===== config.mk =====
export PLATFORM = sky130hd
export DESIGN_NAME = rst_seq_ctrl
export DESIGN_NICKNAME = d
export VERILOG_FILES = /design/src/rtl/rst_seq_ctrl.sv
export SDC_FILE = /design/constraint.sdc
export NUM_CORES = 1
export LEC_CHECK = 0
export BUFFER_PORTS_ARGS = -buffer_cell sky130_fd_sc_hd__clkbuf_2
export CELL_PAD_IN_SITES_DETAIL_PLACEMENT = 1
export CELL_PAD_IN_SITES_GLOBAL_PLACEMENT = 2
export CORE_MARGIN = 10
export CORE_UTILIZATION = 30
export CTS_CLUSTER_SIZE = 20
export DETAILED_ROUTE_END_ITERATION = 8
export GPL_TIMING_DRIVEN = 0
export HOLD_SLACK_MARGIN = 0.1
export PLACE_DENSITY = 0.67
export SLEW_MARGIN = 40
export SYNTH_ARGS = -nofsm -noshare
export SYNTH_HDL_FRONTEND = slang
export SYNTH_SLANG_ARGS = --single-unit

===== constraint.sdc =====
create_clock -name CLK -period 1.96 [get_ports CLK]
set_input_delay 0.196 -clock CLK [delete_from_list [all_inputs] [get_ports CLK]]
set_output_delay 0.196 -clock CLK [all_outputs]
set_load 0.01 [all_outputs]

===== src/rtl/rst_seq_ctrl.sv =====
// Staggered per-domain reset release after system reset, plus
// masked soft-reset sequences through a request/acknowledge handshake.
module rst_seq_ctrl #(
  parameter int NUM_DOMAINS = 3,
  parameter int HOLD_CYCLES = 16,
  parameter int GAP_CYCLES  = 4
) (
  input  logic                   CLK,
  input  logic                   RST,
  input  logic                   SW_RST_REQ,
  input  logic [NUM_DOMAINS-1:0] SW_RST_MASK,
  output logic [NUM_DOMAINS-1:0] DOMAIN_RST_N,
  output logic                   SEQ_DONE,
  output logic                   BUSY,
  output logic                   SW_RST_ACK
);

  localparam int MAXC = (HOLD_CYCLES > GAP_CYCLES) ? HOLD_CYCLES : GAP_CYCLES;
  localparam int CW = $clog2(MAXC + 1);
  localparam int IW = $clog2(NUM_DOMAINS + 1);

  localparam logic [CW-1:0] HLAST = CW'(HOLD_CYCLES - 1);
  localparam logic [CW-1:0] GLAST = CW'(GAP_CYCLES - 1);
  localparam logic [CW-1:0] CONE  = CW'(1);
  localparam logic [IW-1:0] ILAST = IW'(NUM_DOMAINS - 1);
  localparam logic [IW-1:0] IONE  = IW'(1);
  localparam logic [NUM_DOMAINS-1:0] ONE = NUM_DOMAINS'(1);

  typedef enum logic [2:0] {
    HOLD,
    RELEASE,
    DONE,
    SOFT_HOLD,
    SOFT_RELEASE
  } state_t;

  state_t                 state;
  logic [CW-1:0]          cnt;
  logic [IW-1:0]          idx;
  logic [NUM_DOMAINS-1:0] pend;
  logic [NUM_DOMAINS-1:0] low;
  logic [NUM_DOMAINS-1:0] rest;
  logic [CW-1:0]          limit;

  // lowest still-pending soft domain; unmasked indices cost no gap
  assign low   = pend & (~pend + ONE);
  assign rest  = pend & ~low;
  assign limit = (state == SOFT_HOLD) ? HLAST : GLAST;

  always_ff @(posedge CLK) begin
    if (!RST) begin
      state        <= HOLD;
      cnt          <= '0;
      idx          <= '0;
      pend         <= '0;
      DOMAIN_RST_N <= '0;
      SEQ_DONE     <= 1'b0;
      BUSY         <= 1'b1;
      SW_RST_ACK   <= 1'b0;
    end else begin
      SW_RST_ACK <= 1'b0;
      case (state)
        HOLD: begin
          if (cnt == HLAST) begin
            DOMAIN_RST_N <= DOMAIN_RST_N | ONE;
            cnt          <= '0;
            idx          <= IONE;
            if (NUM_DOMAINS == 1) begin
              SEQ_DONE <= 1'b1;
              BUSY     <= 1'b0;
              state    <= DONE;
            end else begin
              state <= RELEASE;
            end
          end else begin
            cnt <= cnt + CONE;
          end
        end
        RELEASE: begin
          if (cnt == GLAST) begin
            DOMAIN_RST_N <= DOMAIN_RST_N | (ONE << idx);
            cnt          <= '0;
            idx          <= idx + IONE;
            if (idx == ILAST) begin
              SEQ_DONE <= 1'b1;
              BUSY     <= 1'b0;
              state    <= DONE;
            end
          end else begin
            cnt <= cnt + CONE;
          end
        end
        DONE: begin
          if (SW_RST_REQ) begin
            if (|SW_RST_MASK) begin
              DOMAIN_RST_N <= DOMAIN_RST_N & ~SW_RST_MASK;
              BUSY         <= 1'b1;
              cnt          <= '0;
              pend         <= SW_RST_MASK;
              state        <= SOFT_HOLD;
            end else begin
              SW_RST_ACK <= 1'b1;
            end
          end
        end
        SOFT_HOLD, SOFT_RELEASE: begin
          if (cnt == limit) begin
            DOMAIN_RST_N <= DOMAIN_RST_N | low;
            pend         <= rest;
            cnt          <= '0;
            if (rest == '0) begin
              SW_RST_ACK <= 1'b1;
              BUSY       <= 1'b0;
              state      <= DONE;
            end else begin
              state <= SOFT_RELEASE;
            end
          end else begin
            cnt <= cnt + CONE;
          end
        end
        default: state <= HOLD;
      endcase
    end
  end

endmodule


Yosys cells after proc, flatten, opt, wreduce, memory -nomap -nowiden
Index checks and enable logic that the tools add are counted.

word-level totals
  bits in latches = 0
  output and inout bits = 6
  input port bits = 6
  bits in registers = 19
  ROM bits = 0
  memory bits (writable) = 0
  memories = 0

cells by class
  bitwise gates (word level) = 9
  order comparisons = 0
  muxes and demuxes = 40
  shifts and indexed selects = 1
  multiply operators = 0
  reduce and logical (&&, ||, !) cells = 16
  equal/unequal tests = 15
  $add $sub $neg = 3
  divide/modulo/power cells = 0

operators by type and width
  operator                                                          count
  3-bit two-way mux                                                 14
  5-bit two-way mux                                                 5
  3-bit case mux with 4 select lines                                2
  5-bit case mux with 4 select lines                                1
  6-bit AND reduction                                               3
  2-bit inequality test (second input constant)                     7
  1-bit two-way mux                                                 11
  3-bit AND                                                         3
  3-bit inverter                                                    3
  3-bit AND reduction                                               3
  7-bit AND reduction                                               1
  3-bit by 2-bit == test with 1-bit output (second input constant)  2
  3-bit zero test                                                   2
  3-bit OR                                                          2
  3-bit case mux with 2 select lines                                1
  5-bit by 1-bit adder with 5-bit output (second input constant)    1
  5-bit by 2-bit == test with 1-bit output (second input constant)  1
  5-bit by 4-bit == test with 1-bit output                          1
  5-bit by 4-bit == test with 1-bit output (second input constant)  1
  2-bit two-way mux                                                 2
  4-bit two-way mux                                                 1
  2-bit case mux with 2 select lines                                1
  4-bit AND reduction                                               1
  2-bit nonzero test                                                2
  13 further kinds                                                  13

Longest topological paths before layout
Gate-level depths: netlist (run 1).

  depth after elaboration = 9
  gate-level depth with buffers = 9

Worst setup path before layout (run 1)
No wires, ideal clock.

  path type = flip-flop to flip-flop
  from = reg cnt[0]
  to = reg cnt[2]
  setup slack = 0.018 ns
  stages on the path, launching flop included = 6
  arrival = 1.812 ns
  period minus slack after synthesis = 1.942 ns
  library setup time = 0.130 ns
  cell sequence = dfxtp_1 -> ha_1 -> or4b_2 -> a32o_1 -> nor3_1 -> nor3_1

on the way
  cells in the longest elaborated chain, start to end = 3
  elaborated cells between the ends (all ways) = 8
  classes of those cells = 1 x add/sub; 3 x eq/ne; 4 x mux

RTL lines
  what                                                            RTL line     text
  from (decl)                                                     38           logic [CW-1:0] cnt;
  from (signal assigned)                                          76           cnt <= cnt + CONE;
  from (signal assigned)                                          90           cnt <= cnt + CONE;
  from (signal assigned)                                          119          cnt <= cnt + CONE;
  5-bit by 1-bit adder with 5-bit output (tied with other cells)  76, 90, 119
  5-bit two-way mux (on tied branches)                            107, 64, 80
  5-bit case mux with 4 select lines *                            62           case (state)

Every way passes the cells marked *; elsewhere a longest branch is shown, timed or not.
A chain may end at the register's enable or synchronous reset.

Worst setup path in the final report (run 1)
  from = reg state[0]
  to = reg cnt[0]

on the way
  cells in the longest elaborated chain, start to end = 5
  elaborated cells between the ends (all ways) = 14
  classes of those cells = 7 x eq/ne; 3 x mux; 4 x reduce/logical

RTL lines
  what                                      RTL line  text
  from (decl)                               37        state_t state;
  from (signal assigned)                    52        state <= HOLD;
  from (signal assigned)                    71        state <= DONE;
  from (signal assigned)                    73        state <= RELEASE;
  3-bit by 2-bit == test with 1-bit output  48, 62
  4-bit two-way mux                         48        assign limit = (state == SOFT_HOLD) ? HLAST : GLAST;
  5-bit by 4-bit == test with 1-bit output  107       if (cnt == limit) begin
  5-bit two-way mux                         107
  5-bit case mux with 4 select lines        62

Several ways; a longest one is shown, not always the timed one.

==> metrics, run 1 <==
area grow syn2layout=21.10%; Via Count=1255; Synth Area per Inst=between 8 and 9 um^2; Final Cell Area=around 1600 um^2; full die area=between 7000 and 8000 um^2; Worst R2R Start=state[0]; drt drc=0; met2 GRT Util=between 10% and 20%; Initial Util=between 30% and 40%; grt met1 use=approximately 15%; Setup Skew=roughly 0.0059 ns; largest net degree at the start of global routing=12; Critical Path RT=around 2.1 ns; Multi-input gate area=slightly above 900 um^2; CTS sink count=19; first-pass GRT wire length=6906 um; Seq cells post-synth=19; worst path arrival time=between 2 and 2.5 ns; WL per Instance=~17 um; Slew @ Worst Pin=a little under 0.5 ns; # diodes=0; clk buf depth=2; syn_nets=175; number of port buffers=11; GRT Util Overall=around 11%; P per Cell Area=about 900 nW/um^2; Top Ports=12; cell row count=24; number of vias per cell=roughly 5.3; Max Cap Viol=0; register area share after synthesis=approximately 29%; die width=86.40 um; CP Launch Type=register; Post-DP Area=between 1000 and 1500 um^2; grt peak-use layer=met2; chip height=roughly 86 um; initial antenna violation count=0; Worst R2R Path Depth=6; final period utilization=between 90 and 100%; Syn Inst Count=about 160; FF/Latch Area=just under 400 um^2; synth warn=0; RR Endpoint=cnt[0]; EDFF count, synth=0; Final Net Count=~200; H-tree Lvls=1; Min Clock Period, post-route=between 1.5 and 2 ns; slew margin rel.=about two thirds; Critical Path End Type=register; critical path class=register to register; fill count=about 540; Detail Route Antenna Nets=0; vias in the first global route=between 1000 and 1500; HPWL after DPL=3003 um; min-delay worst type=primary input to register; Num CTS Buffers=3; Cell Area, Synth=1323 um^2; GRT overflow=0; beginning of the worst hold path=SW_RST_REQ; final wirelength=4106 um; Iter 0 DRT Violations=65; Clk Latency, worst-skew pair=0.26 ns; reg-to-reg slack, setup=0.02 ns; VDD IR-drop max=0.0002419 V; Root Driver=clkbuf_8; Clk pin slew, worst setup/hold paths=around 0.080 ns; outcome=complete, no violations; hold-critical path endpoint=SW_RST_ACK; DR pass1 iterations=4; Leak=between 0.0005 and 0.0006 uW; Hold-fix buffers, CTS=0; Crit Path Max Fanout=6; ys async rst share=0%; Hold Vio Cnt, Final=0; Synth top area share=28.76%; share of cells above drive strength 1=~25%; hold_ws=about 0.23 ns; fmax=between 500 and 600 MHz; Core Footprint=between 4000 and 5000 um^2; setup violators final=0; hold path depth=3; cell accounting for the most synthesized area=dfxtp_1; count of final max-slew check failures=0; RSZ-0062 raised after global routing=true; top_reg_cell synth=dfxtp_1; CTS tree=built; post-synth cell types=45; main area contributors after synthesis=dfxtp_1 (29%), ha_1 (5.7%), mux2i_1 (5.3%); met3 usage=2.064%; Final GP Congestion=between 0.7 and 0.8
## worst max path at each step
| stage | slack (ns) | cells past startpoint | endpoint | start |
|---|---|---|---|---|
| 6_report | 0.02 | 6 | cnt[0] | state[0] |
| 5_1_grt | -0.06 | 9 | state[0] | cnt[0] |
| 4_1_cts | 0.004 | 6 | DOMAIN_RST_N[2] | state[1] |
| 3_5_place_dp | -0.42 | 6 | BUSY | cnt[0] |
| 3_3_place_gp | -0.40 | 6 | BUSY | cnt[0] |
| 2_1_floorplan | 0.02 | 5 | cnt[2] | cnt[0] |
## cell usage after synthesis, types with 2 or more instances
cell type   n
nand2_1    15
a31oi_1     4
mux2i_1     7
nor4b_2     2
inv_1       6
maj3_1      2
nor3_1      6
o21bai_1    2
nand2b_1    3
or3b_2      2
a21boi_0    3
o31ai_1     2
nor3b_1     2
nand3b_1    2
o2111a_1    2
o21ai_0    10
dfxtp_1    19
o21a_1      2
o2bb2ai_1   2
nor2b_1    10
nor2_1     13
clkbuf_1    7
nand3_1     5
a21oi_1     4
and2_1      4
ha_1        6
o211ai_1    2
buf_2       2
## placed cells by master (no fill, tap or decap), drive strengths merged, types with 2 or more instances in the layout
cell,n
a21boi,3
maj3,2
nor2,13
o2bb2ai,2
nand2b,3
ha,6
nor3b,2
nor2b,10
buf,8
o21bai,2
o21ai,11
nand3,5
nand2,15
or3b,3
nand3b,2
mux2i,7
a31oi,4
dfxtp,19
nor3,6
o21a,2
o211ai,2
clkbuf,21
o2111a,2
nor4b,2
inv,6
o31ai,2
a21oi,4
and2,4
## critical path, cell delays in order, from the launching register on
cell	delay, ns
dfxtp_4	0.37
or3b_4	0.38
or4_4	0.57
o21ai_4	0.14
buf_4	0.18
or3b_2	0.10
o21ai_0	0.06
## routing by layer
| metal | vias to the layer above | part of all wire [%] |
|---|---|---|
| li1 | 631 | - |
| met1 | 606 | 50 |
| met2 | 12 | 47 |
| met3 | 6 | 2.2 |
| met4 | 0 | 1.3 |
| met5 | - | 0 |
## per-stage QoR
step	setup TNS (ns)	setup WS [ns]	total power [uW]	utilization, %	std cells
after floorplan	0	0.01833	913.4	-	163
after global placement	-2.892	-0.4027	1050	33.36	226
after detailed placement	-3.805	-0.4173	1069	33.36	226
after CTS	0	0.003723	1427	36.14	234
after global routing	-0.2057	-0.06233	1564	37.04	235
final	0	0.02084	1444	37.04	235
## sequential cells by signal (all words and copies together), names as in the netlist
name	count
state	3
idx	2
pend	3
SEQ_DONE	1
SW_RST_ACK	1
BUSY	1
DOMAIN_RST_N	3
cnt	5
## kinds of logic after synthesis
| family | after synthesis | synth area share [%] |
|---|---|---|
| xor+xnor | 1 | 0.6624 |
| flops | 19 | 28.76 |
| buf+inv | 16 | 5.298 |
| mux | 7 | 5.298 |
| fa+ha+maj | 8 | 7.190 |
| compound gates | 41 | 22.23 |
| simple gates | 71 | 30.56 |
## final cells by class
| type | count | share of cell area, % |
|---|---|---|
| Timing Repair Buffer | 18 | 6.719 |
| Clock inverter | 1 | 0.3125 |
| Clock buffer | 3 | 2.578 |
| Tap cell | 52 | 4.062 |
| Buffer | 8 | 2.266 |
| Sequential cell | 19 | 24.37 |
| Inverter | 6 | 1.406 |
| Multi-Input combinational cell | 128 | 58.28 |
## timing repair
item,in CTS,in global routing
setup endpoints to repair,18,16
setup buffers,4,3
endpoints found under the hold margin,0,0
pin swaps,0,3
resized for setup,11,16
## power by group
group	leakage, uW	internal (uW)	switching [uW]	total, uW
clock network	0.0000255	142	148	290
registers	0.000157	452	66.8	519
logic	0.000412	283	353	636
Note: power is estimated with default switching activity, not from simulation.
==> run 2: changes to the inputs <==
--- a/config.mk
+++ b/config.mk
@@ -5,16 +5,16 @@
 export SDC_FILE = /design/constraint.sdc
 export NUM_CORES = 1
 export LEC_CHECK = 0
-export BUFFER_PORTS_ARGS = -buffer_cell sky130_fd_sc_hd__clkbuf_2
 export CELL_PAD_IN_SITES_DETAIL_PLACEMENT = 1
 export CELL_PAD_IN_SITES_GLOBAL_PLACEMENT = 2
 export CORE_MARGIN = 10
 export CORE_UTILIZATION = 30
 export CTS_CLUSTER_SIZE = 20
 export DETAILED_ROUTE_END_ITERATION = 8
+export DONT_BUFFER_PORTS = 1
 export GPL_TIMING_DRIVEN = 0
 export HOLD_SLACK_MARGIN = 0.1
-export PLACE_DENSITY = 0.67
+export PLACE_DENSITY = 0.63
 export SLEW_MARGIN = 40
 export SYNTH_ARGS = -nofsm -noshare
 export SYNTH_HDL_FRONTEND = slang
==> run 2 against run 1 <==
Compared with the run above:
- maximum frequency rose by 1.9%
- die area did not move
- combinational power fell by 5.8%
- critical path depth fell by 1
- sequential share of layout area rose by 0.11 points
- clock power rose by 3%
- register-to-register slack improved by 0.04 ns
- clock skew fell by 0.0032 ns
- largest cell class unchanged
- non-clock buffer count fell by 6
- via count fell by 0.96%
- count of clock-buffer cells in the layout did not move
==> metrics, run 2 (same netlist as run 1, synthesis figures left out) <==
TNS Setup=0 ns; DR pass1 iterations=4; Slew @ Worst Pin=0.4836 ns; grt met1 use=a little over an eighth; Critical Path End Type=register; setup violators final=0; commonest non-fill, non-tap cell in the layout=dfxtp_1; HPWL after DPL=2890 um; chip height=86.40 um; die width=around 86 um; most frequent cells in the layout=dfxtp_1 (15), nand2_1 (14), nor2_1 (12); Final Net Count=190; min-delay worst type=primary input to register; RSZ-0062 raised after global routing=false; top register by number of flip-flops=cnt; area grow syn2layout=19.77%; Worst R2R Path Depth=5; CTS tree=built; GRT Util Overall=10.47%; CP endpoint=cnt[3]; outcome=complete, no violations; Min Clock Period, post-route=roughly 1.9 ns; H-tree Lvls=1; Critical Path RT=about 2.1 ns; max reg flops=5; initial antenna violation count=0; Detail Route Antenna Nets=0; fill count=around 550; final wirelength=3881 um; met3 usage=2.251%; CP Launch Type=register; slew margin rel.=approximately two thirds; first-pass GRT wire length=6334 um; drt drc=0; # diodes=0; critical path class=register to register; number of port buffers=0; Iter 0 DRT Violations=between 80 and 90; vias in the first global route=1255; Via Count=1243; Leak=approximately 0.00057 uW; final period utilization=a little over nine tenths; Core Footprint=between 4000 and 5000 um^2; RR Endpoint=cnt[3]; P per Cell Area=901.6 nW/um^2; reg-to-reg slack, setup=about 0.057 ns; final worst slack=about 0.057 ns; pre-CTS setup slack=-0.4621 ns; grt peak-use layer=met2; worst path arrival time=a little over 2 ns; count of final max-slew check failures=0; clk buf depth=2; largest net degree at the start of global routing=13; Root Driver=clkbuf_8; fmax=~530 MHz; full die area=between 7000 and 8000 um^2; number of vias per cell=between 5 and 6; Max Cap Viol=0; Crit Path Max Fanout=9; share of cells above drive strength 1=between 20% and 30%; Worst Setup SP=state[0]; Top Ports=12; Setup Skew=0.002714 ns; GRT overflow=0; Clk pin slew, worst setup/hold paths=~0.080 ns; WL per Instance=between 15 and 20 um; CTS sink count=19; met2 GRT Util=between 10% and 20%; Initial Util=about 31%; Hold Vio Cnt, Final=0; Num CTS Buffers=3; Final GP Congestion=about 0.82; Clk Latency, worst-skew pair=roughly 0.27 ns; cell row count=24; Worst R2R Start=state[0]; VDD IR-drop max=between 0.0003 and 0.0004 V
==> run 2: cell count changes in the layout (fill, tap and decap cells not counted), sizes merged <==
cell,change
buf,+3
clkbuf,-11
clkinv,-1
clkinvlp,+1
dlygate4sd3,+2
==> run 2: worst max-delay path, stage by stage (launching register included) <==
cell,delay [ns]
dfxtp_2,0.38
or3b_4,0.39
or4_4,0.53
o21ai_4,0.16
mux2i_1,0.28
nor4b_2,0.07
==> run 2: routing by layer <==
layer  wire [um]  up-vias  part of all wire (%)
li1            -      615                     -
met1        1825      609                    47
met2        1849       14                    48
met3         158        5                   4.1
met4          48        0                   1.2
met5           0        -                     0
==> run 2: power breakdown <==
group	switching, uW	internal, uW
combinational	324	275
sequential	78.4	451
clock	156	144
==> run 2: metrics by stage <==
step	cells	area (um^2)	power (uW)	hold slack (ns)	utilization, %
after floorplan	163	1323	913.4	0.3348	-
after global placement	215	1388	1037	0.3431	32.09
after detailed placement	215	1388	1042	0.3485	32.09
after CTS	224	1519	1408	0.1010	35.13
after global routing	229	1584	1545	0.1244	36.63
final	229	1584	1428	0.1101	36.63
==> run 2: area by class of cell <==
type	instances	area, um^2	area share, %
well taps	52	65.06	4.107
multi-input cells	128	927.1	58.53
flip-flops and latches	19	387.9	24.49
inverters	6	22.52	1.422
clock inverters	1	7.507	0.4739
plain buffers	8	37.54	2.370
clock buffers	3	41.29	2.607
repair buffers	12	95.09	6.003
==> run 2: worst min path at each step <==
stage,start,cells after the start,slack (ns),end
2_1_floorplan,SW_RST_REQ,2,0.33,SW_RST_ACK
3_3_place_gp,SW_RST_REQ,2,0.34,SW_RST_ACK
3_5_place_dp,SW_RST_REQ,2,0.35,SW_RST_ACK
4_1_cts,RST,1,0.10,cnt[3]
5_1_grt,SW_RST_MASK[0],3,0.12,DOMAIN_RST_N[0]
6_report,SW_RST_MASK[0],3,0.11,DOMAIN_RST_N[0]
==> run 2: what timing repair did <==
| item | CTS | global route |
|---|---|---|
| pin swaps | 0 | 4 |
| resized for setup | 11 | 13 |
| setup endpoints to repair | 18 | 13 |
| hold endpoints to repair | 1 | 1 |
| hold buffers | 1 | 1 |
| buffers inserted | 4 | 6 |
==> run 3: changes to the inputs <==
--- a/config.mk
+++ b/config.mk
@@ -8,13 +8,13 @@
 export CELL_PAD_IN_SITES_DETAIL_PLACEMENT = 1
 export CELL_PAD_IN_SITES_GLOBAL_PLACEMENT = 2
 export CORE_MARGIN = 10
-export CORE_UTILIZATION = 30
+export CORE_UTILIZATION = 25
 export CTS_CLUSTER_SIZE = 20
 export DETAILED_ROUTE_END_ITERATION = 8
 export DONT_BUFFER_PORTS = 1
 export GPL_TIMING_DRIVEN = 0
 export HOLD_SLACK_MARGIN = 0.1
-export PLACE_DENSITY = 0.63
+export PLACE_DENSITY = 0.54
 export SLEW_MARGIN = 40
 export SYNTH_ARGS = -nofsm -noshare
 export SYNTH_HDL_FRONTEND = slang
==> run 3 against run 2 <==
Compared with the run above:
- clock skew is 0.00099 ns lower
- maximum frequency is 0.27% higher
- non-clock buffer count is 1 lower
- combinational power is 8.8% higher
- critical path type unchanged
- largest power group unchanged
==> metrics, run 3 (same netlist as run 1, synthesis figures left out) <==
outcome=complete, no violations; RSZ-0062 raised after global routing=true; WL per Instance=16.59 um; worst path arrival time=between 2 and 2.5 ns; Initial Util=around a quarter; Top Ports=12; Multi-input gate area=just over 900 um^2; H-tree Lvls=1; area grow syn2layout=22.33%; CTS tree=built; Clk Latency, worst-skew pair=approximately 0.26 ns; final period utilization=between 90% and 100%; Final GP Congestion=between 0.7 and 0.8; critical path class=register to register; clk buf depth=2; final wirelength=4080 um; number of port buffers=0; most frequent cells in the layout=dfxtp_1 (15), nand2_1 (14), nor2_1 (11); cell row count=26; largest net degree at the start of global routing=12; min-delay worst type=primary input to register; met2 GRT Util=around 14%; TNS Setup=0 ns; CTS sink count=19; number of vias per cell=approximately 5.1; die width=~93 um; DR pass1 iterations=4; Leak=between 0.0005 and 0.0006 uW; chip height=~93 um; vias in the first global route=~1300; # diodes=0; max reg flops=5; largest delay contributor family on the critical path=simple AND/OR/NAND/NOR gates; Root Driver=clkbuf_8; Final Net Count=~190; VDD IR-drop max=roughly 0.00037 V; critical path's slowest cell=or4_4; Crit Path Max Fanout=6; count of final max-slew check failures=0; CP Launch Type=register; FF/Latch Area=just under 400 um^2; hold_ws=roughly 0.11 ns; Num CTS Buffers=3; Tot Pwr=around 1500 uW; full die area=about 8600 um^2; fill count=slightly above 600; GRT overflow=0; Min Clock Period, post-route=1.898 ns; Iter 0 DRT Violations=64; slew margin rel.=a little over three fifths; Clk pin slew, worst setup/hold paths=roughly 0.080 ns; Critical Path RT=2.14 ns; P per Cell Area=907.2 nW/um^2; Max Cap Viol=0; fmax=526.9 MHz; Slew @ Worst Pin=between 0.5 and 0.6 ns; Critical Path End Type=register; setup violators final=0; Detail Route Antenna Nets=0; grt met1 use=between 10% and 20%; top register by number of flip-flops=cnt; crit path cell chain=or3b_4 > or4_4 > o21ai_4 > nor3_4 > nor4b_2; Core Footprint=5107 um^2; commonest non-fill, non-tap cell in the layout=dfxtp_1; first-pass GRT wire length=about 6700 um; Hold Vio Cnt, Final=0; grt peak-use layer=met2; Via Count=~1300; share of cells above drive strength 1=22.73%; HPWL after DPL=between 2000 and 3000 um; drt drc=0; Setup Skew=approximately 0.0017 ns; GRT Util Overall=approximately 9.6%; met3 usage=between 2 and 3%; Crit path largest cell delay=roughly 0.54 ns; initial antenna violation count=0; Bufs and invs on worst path=0
[run 3: metal layers]
layer | up-vias | share of wire (%)
met5 | - | 0
met4 | 0 | 1.7
met3 | 7 | 6.2
met2 | 34 | 43
met1 | 599 | 49
li1 | 611 | -
[run 3: report_power, final]
group | leakage [uW] | switching, uW | total, uW | internal [uW]
Clock | 0.0000255 | 144 | 286 | 142
Combinational | 0.000398 | 345 | 652 | 307
Sequential | 0.000157 | 74.5 | 530 | 455
Total | 0.000580 | 564 | 1470 | 904
[run 3: path summary, 6_finish.rpt]
kind	startpoint	to	slack [ns]	depth (start not counted)
worst max register to register	state[0]	cnt[3]	0.06	5
worst min register to register	cnt[1]	cnt[1]	0.51	2
worst max-delay path	state[0]	cnt[3]	0.06	5
worst min-delay path	RST	cnt[3]	0.11	1
[run 3: area by class of cell]
cell class                 instances  area share [%]
tap                               70           5.414
multi-input combinational        128           57.70
inverter                           6           1.392
sequential                        19           24.28
buffer                             8           2.320
timing repair buffer              11           6.032
clock buffer                       3           2.552
clock inverter                     1          0.3094
[run 3: worst register-to-register path: stages, from the launching register on]
cell,delay [ns]
dfxtp_4,0.37
or3b_4,0.40
or4_4,0.54
o21ai_4,0.16
nor3_4,0.10
nor4b_2,0.26
[run 3: timing repair]
item                                    CTS  global route
setup buffers                             5             5
hold endpoints to repair                  1             0
pin swaps                                 0             4
resized for setup                        12            18
endpoints found under the setup margin   18            14
hold buffers                              1             0
cloned                                    0             0
[run 3: through the flow]
stage	std cells	cell area, um^2	util, %	worst slack, ns
after floorplan	163	1323	-	0.01833
after global placement	233	1410	27.61	-0.4425
after detailed placement	233	1410	27.61	-0.4266
after CTS	243	1562	30.57	0.007118
after global routing	246	1618	31.68	-0.01232
final	246	1618	31.68	0.06209
